==> config.mk <==
export PLATFORM = sky130hd
export DESIGN_NAME = rgbw_fade_ramp
export DESIGN_NICKNAME = d
export VERILOG_FILES = /design/src/rtl/rgbw_fade_ramp.sv
export SDC_FILE = /design/constraint.sdc
export NUM_CORES = 1
export LEC_CHECK = 0
export BUFFER_PORTS_ARGS = -buffer_cell sky130_fd_sc_hd__buf_2
export CAP_MARGIN = 10
export CORE_MARGIN = 8
export CORE_UTILIZATION = 55
export CTS_CLUSTER_SIZE = 20
export DETAILED_ROUTE_END_ITERATION = 10
export PLACE_DENSITY = 0.84
export SLEW_MARGIN = 10
export SYNTH_ARGS = -nofsm -noshare
export SYNTH_HDL_FRONTEND = slang
export SYNTH_SLANG_ARGS = --single-unit
==> constraint.sdc <==
create_clock -name clk12 -period 4.5 [get_ports clk12]
set_clock_uncertainty 0.05 [all_clocks]
set_input_delay 0.225 -clock clk12 [delete_from_list [all_inputs] [get_ports clk12]]
set_output_delay 0.225 -clock clk12 [all_outputs]
set_load 0.02 [all_outputs]
==> src/rtl/rgbw_fade_ramp.sv <==
// -----------------------------------------------------------------------------
// rgbw_fade_ramp
//
// Duty slew limiter between the colour generator and the four-channel PWM
// generator. Registered duties move toward their targets by at most STEP per
// step, one step every (rate+1)*PRESC clock cycles. With fade_en low the block
// is a plain one-cycle register stage.
//
// Optional feature macro: RGBW_FADE_BLANK_EN adds the 'blank' input, which
// forces every effective target to 0 while high.
//
// Ports:
//   clk12                      system clock, all state on rising edge
//   reset                      asynchronous, active-high reset
//   fade_en                    1 = ramp toward targets, 0 = track directly
//   rate[7:0]                  step interval select
//   red/green/blue/white_tgt   duty targets (8 bit each)
//   blank                      (RGBW_FADE_BLANK_EN only) force targets to 0
//   red/green/blue/white_duty  registered duties to the PWM generator
//   settled                    registered, 1 while not ramping
//
// Handshake: none; inputs are level-sampled on every rising edge.
// -----------------------------------------------------------------------------
module rgbw_fade_ramp #(
    parameter int PRESC = 1200,
    parameter int STEP  = 1
) (
    input  logic       clk12,
    input  logic       reset,
    input  logic       fade_en,
    input  logic [7:0] rate,
    input  logic [7:0] red_tgt,
    input  logic [7:0] green_tgt,
    input  logic [7:0] blue_tgt,
    input  logic [7:0] white_tgt,
`ifdef RGBW_FADE_BLANK_EN
    input  logic       blank,
`endif
    output logic [7:0] red_duty,
    output logic [7:0] green_duty,
    output logic [7:0] blue_duty,
    output logic [7:0] white_duty,
    output logic       settled
);

    localparam int            PW       = (PRESC > 1) ? $clog2(PRESC) : 1;
    localparam logic [PW-1:0] PCNT_MAX = PW'(PRESC - 1);
    localparam logic [8:0]    STEP9    = 9'(STEP);

    localparam logic [0:0] ST_SETTLED = 1'b0;
    localparam logic [0:0] ST_RAMPING = 1'b1;

    logic [0:0]    state_q, state_d;
    logic [PW-1:0] pcnt_q, pcnt_d;
    logic [7:0]    rcnt_q, rcnt_d;
    logic          settled_q, settled_d;
    logic [7:0]    duty_q [4];
    logic [7:0]    duty_d [4];
    logic [7:0]    tgt_raw [4];
    logic [7:0]    tgt_eff [4];
    logic          match;
    logic          tick;
    logic          step;

    assign tgt_raw[0] = red_tgt;
    assign tgt_raw[1] = green_tgt;
    assign tgt_raw[2] = blue_tgt;
    assign tgt_raw[3] = white_tgt;

    always_comb begin
        for (int i = 0; i < 4; i++) begin
`ifdef RGBW_FADE_BLANK_EN
            tgt_eff[i] = blank ? 8'd0 : tgt_raw[i];
`else
            tgt_eff[i] = tgt_raw[i];
`endif
        end
    end

    // One bounded move toward the target. The 9-bit difference is clamped to
    // STEP, so the result lands on or short of the target and never wraps.
    function automatic logic [7:0] slew(input logic [7:0] cur, input logic [7:0] tgt);
        logic [8:0] diff;
        slew = cur;
        diff = 9'd0;
        if (cur < tgt) begin
            diff = {1'b0, tgt} - {1'b0, cur};
            if (diff > STEP9) diff = STEP9;
            slew = 8'({1'b0, cur} + diff);
        end else if (cur > tgt) begin
            diff = {1'b0, cur} - {1'b0, tgt};
            if (diff > STEP9) diff = STEP9;
            slew = 8'({1'b0, cur} - diff);
        end
    endfunction

    always_comb begin
        match = 1'b1;
        for (int i = 0; i < 4; i++) begin
            if (duty_q[i] != tgt_eff[i]) match = 1'b0;
        end
    end

    // '>=' rather than '==' so a rate lowered below the current count still
    // steps on the next tick instead of waiting for an 8-bit wrap.
    assign tick = (pcnt_q == PCNT_MAX);
    assign step = tick && (rcnt_q >= rate);

    always_comb begin
        state_d = state_q;
        pcnt_d  = pcnt_q;
        rcnt_d  = rcnt_q;
        for (int i = 0; i < 4; i++) duty_d[i] = duty_q[i];

        if (!fade_en) begin
            for (int i = 0; i < 4; i++) duty_d[i] = tgt_eff[i];
            state_d = ST_SETTLED;
            pcnt_d  = '0;
            rcnt_d  = '0;
        end else begin
            case (state_q)
                ST_SETTLED: begin
                    pcnt_d = '0;
                    rcnt_d = '0;
                    if (!match) state_d = ST_RAMPING;
                end
                ST_RAMPING: begin
                    if (match) begin
                        state_d = ST_SETTLED;
                        pcnt_d  = '0;
                        rcnt_d  = '0;
                    end else begin
                        pcnt_d = tick ? '0 : pcnt_q + 1'b1;
                        if (step) begin
                            rcnt_d = '0;
                            for (int i = 0; i < 4; i++) duty_d[i] = slew(duty_q[i], tgt_eff[i]);
                        end else if (tick) begin
                            rcnt_d = rcnt_q + 8'd1;
                        end
                    end
                end
                default: begin
                    state_d = ST_SETTLED;
                    pcnt_d  = '0;
                    rcnt_d  = '0;
                end
            endcase
        end

        settled_d = (state_d == ST_SETTLED);
    end

    always_ff @(posedge clk12 or posedge reset) begin
        if (reset) begin
            state_q   <= ST_SETTLED;
            pcnt_q    <= '0;
            rcnt_q    <= '0;
            settled_q <= 1'b1;
            for (int i = 0; i < 4; i++) duty_q[i] <= 8'd0;
        end else begin
            state_q   <= state_d;
            pcnt_q    <= pcnt_d;
            rcnt_q    <= rcnt_d;
            settled_q <= settled_d;
            for (int i = 0; i < 4; i++) duty_q[i] <= duty_d[i];
        end
    end

    assign red_duty   = duty_q[0];
    assign green_duty = duty_q[1];
    assign blue_duty  = duty_q[2];
    assign white_duty = duty_q[3];
    assign settled    = settled_q;

endmodule

==> results.json <==
{
  "outcome": "finished, final reports clean",
  "n_fill_cell": 1154,
  "final-hold-violation-count": 0,
  "final_max_slew_viol_count": 0,
  "grt_pass1_vias": 6575,
  "ys.flop_type": "dfrtp_1",
  "root_buffer": "clkbuf_16",
  "antenna_found_initial": 1,
  "endpoint_kind": "flip-flop",
  "grt_use_total_pct": 19.8,
  "die_w_um": 132,
  "wire_per_inst_um": 14.9,
  "p_leak_nw": 3.97,
  "pre_cts_ws_ps": 49.5,
  "path_max_fanout": 4,
  "grt_max_degree": 54,
  "drtIter0Drc": 536,
  "cts_buffers": 5,
  "rsz0062_at_grt": "false",
  "setup_violations": 0,
  "rows": 42,
  "worstHoldPathType": "in2async",
  "ys_ff_latch": 53,
  "cts_tree": "done",
  "antennaDiodeCount": 0,
  "core_area_sq_um": 13100,
  "cts.clk_slew.worst_paths_ps": 70,
  "yosysUniqueCellTypes": 83,
  "maxCapViolations": 0,
  "drc": 0,
  "die_area_sq_um": 17300,
  "yosysSeqAreaShare_pct": 18.1,
  "synth_edf_count": 0,
  "slew_headroom_pct": 52.7,
  "setup_slack_ps": 279,
  "p_per_area_nw_per_um2": 583,
  "fp.dieH_um": 132,
  "avgViaCountPerCell": 5.77,
  "initial_core_util_pct": 55.9,
  "final_cell_mix": "105 x ha_1, 103 x inv_1, 92 x nor2_1, 75 x buf_2, 69 x a21oi_1",
  "synthArstFlopShare_pct": 100,
  "swShare_pct": 49.7,
  "cts_max_path_buffers": 2,
  "multiInputGateArea_sq_um": 5520,
  "power.internal_mw": 2.38,
  "fin_crit_ps": 4220,
  "cp.arrival_ps": 4320,
  "worstMarginPinSlew_ps": 709,
  "final.period_utilization_pct": 93.8,
  "syn2layout_area_growth_pct": 10.6,
  "syn_area_sq_um": 7340,
  "first_pass_iters": 5,
  "fmax_mhz": 237,
  "required_ps": 4590,
  "drive_gt1_share_pct": 13.1,
  "critPathLaunchType": "flip-flop",
  "avgSynthCellArea_sq_um": 7.85,
  "ant_nets": 0,
  "nets": 1168,
  "synthCells": 935,
  "seq_area_sq_um": 1330,
  "vdd_ir_drop_max_uv": 221,
  "insertion_delay_ps": 290,
  "layout_commonest_cell": "ha_1",
  "grt_pass1_wl_mm": 30.0,
  "combPwrFrac_pct": 76.0,
  "htree_levels": 2,
  "wirelength_mm": 17.6,
  "worstSetupPathType": "reg2reg",
  "switchingPower_mw": 2.35,
  "fin_setup_tns_ps": 0,
  "io_pins": 76,
  "cts_sinks": 53,
  "place_hpwl_mm": 14.0,
  "portBuffers": 75,
  "vias": 6829,
  "globalRouteOverflowTotal": 0,
  "seq_power_share_pct": 15.6,
  "clkPwrFrac_pct": 8.5,
  "place_congestion": 0.899,
  "synth_warnings": 0
}
-- cells in the mapped netlist (3+ instances only) --
cell type	count	area [sq um]
a211o_1	4	35.0
a211oi_1	7	52.6
a21o_1	16	120
a21oi_1	70	350
a221oi_1	3	26.3
a2bb2oi_1	4	35.0
a31oi_1	6	37.5
and2_1	7	43.8
and3_1	5	31.3
and4_1	4	35.0
buf_2	11	55.1
clkbuf_1	18	67.6
dfrtp_1	52	1300
fa_1	12	240
ha_1	107	1340
inv_1	104	390
mux2i_1	17	170
nand2_1	57	214
nand2b_1	32	200
nand3_1	18	90.1
nand3b_1	4	30.0
nand4_1	15	93.8
nor2_1	92	345
nor2b_1	17	106
nor3_1	22	110
nor3b_1	3	22.5
nor4_1	4	25.0
o2111a_1	3	33.8
o2111ai_1	9	78.8
o211ai_1	11	82.6
o21a_1	9	67.6
o21ai_0	57	285
o21bai_1	6	45.0
o22ai_1	3	18.8
o31ai_1	5	37.5
or3_1	4	25.0
xnor2_1	34	298
xor2_1	21	184
-- registers in the layout, indices dropped and copies added, names as in the netlist --
signal and cells:
green_duty 8, red_duty 8, settled 1, state_q 1, white_duty 8, blue_duty 8, pcnt_q 11, rcnt_q 8
-- per-layer routing --
metal / routed length [um] / vias to the layer above / global-route usage (%) / share of wire [%]
met5: 13 / - / 0 / 0.074
met4: 312 / 2 / 5.81 / 1.8
met3: 770 / 38 / 3.01 / 4.4
met2: 8390 / 173 / 34.0 / 48
met1: 8090 / 3189 / 25.2 / 46
li1: - / 3427 / - / -
-- power groups by stage --
stage	registers, mW	logic [mW]	clock network, mW
after floorplan	0.838	2.67	0
after global placement	0.735	3.44	0
after detailed placement	0.743	3.52	0
after CTS	0.733	3.55	0.416
after global routing	0.759	4.03	0.433
final	0.737	3.60	0.402
-- cell type report --
type	instances	share of cell area [%]
Multi-Input combinational cell	750	68.0
Sequential cell	53	16.4
Timing Repair Buffer	92	6.20
Inverter	104	4.81
Tap cell	176	2.71
Clock buffer	6	1.71
Clock inverter	2	0.170
-- per-stage QoR --
step | hold WS [ps] | utilization (%) | power (mW) | cells | area [sq um]
floorplan | 303 | - | 3.51 | 938 | 7350
global placement | 415 | 60.2 | 4.18 | 1173 | 7910
detailed placement | 426 | 60.2 | 4.27 | 1173 | 7910
CTS | 108 | 61.4 | 4.69 | 1181 | 8070
global route | 141 | 61.8 | 5.23 | 1183 | 8120
finish | 68.4 | 61.8 | 4.74 | 1183 | 8120
-- what timing repair did --
action / 4_1_cts / 5_1_grt
endpoints found under the setup margin: 0 / 7
buffers inserted: 0 / 2
resized for setup: 0 / 15
hold buffers: 0 / 0
-- cells by family after synthesis --
| kind of cell | Yosys count | synth area share [%] |
|---|---|---|
| xor gates and xnor gates | 55 | 6.56 |
| AOI/OAI and AO/OA | 253 | 23.3 |
| DFF | 53 | 18.1 |
| muxes | 18 | 2.47 |
| other | 1 | 0.0511 |
| and+or+nand+nor | 301 | 20.7 |
| adders and majority gates | 119 | 21.5 |
| buffers and inverters | 135 | 7.30 |
-- worst paths after layout --
path / startpoint / end / slack [ps] / cells past startpoint
worst max-delay path: red_duty[0] / red_duty[7] / 280 / 19
worst min-delay path: reset / white_duty[5] / 70 / 3
worst max register to register: red_duty[0] / red_duty[7] / 280 / 19
worst min register to register: pcnt_q[0] / pcnt_q[0] / 440 / 1
max in group asynchronous: reset / blue_duty[1] / 3820 / 3
min in group clk12: blue_tgt[7] / blue_duty[7] / 140 / 3
-- critical path: stages (launching register included) --
cell and delay (ps):
dfrtp_1 410, ha_1 210, fa_1 400, nand2b_1 170, a21o_1 170, a311oi_1 310
o2111ai_2 220, nor3_2 210, ha_1 240, and2_1 170, inv_1 70, ha_1 220
nor2b_1 130, o21ai_1 160, a21boi_1 110, o21ai_1 190, a211o_1 200, nand4bb_1 140
o2111a_1 190, o221ai_1 100
Note: power is estimated with default switching activity, not from simulation.
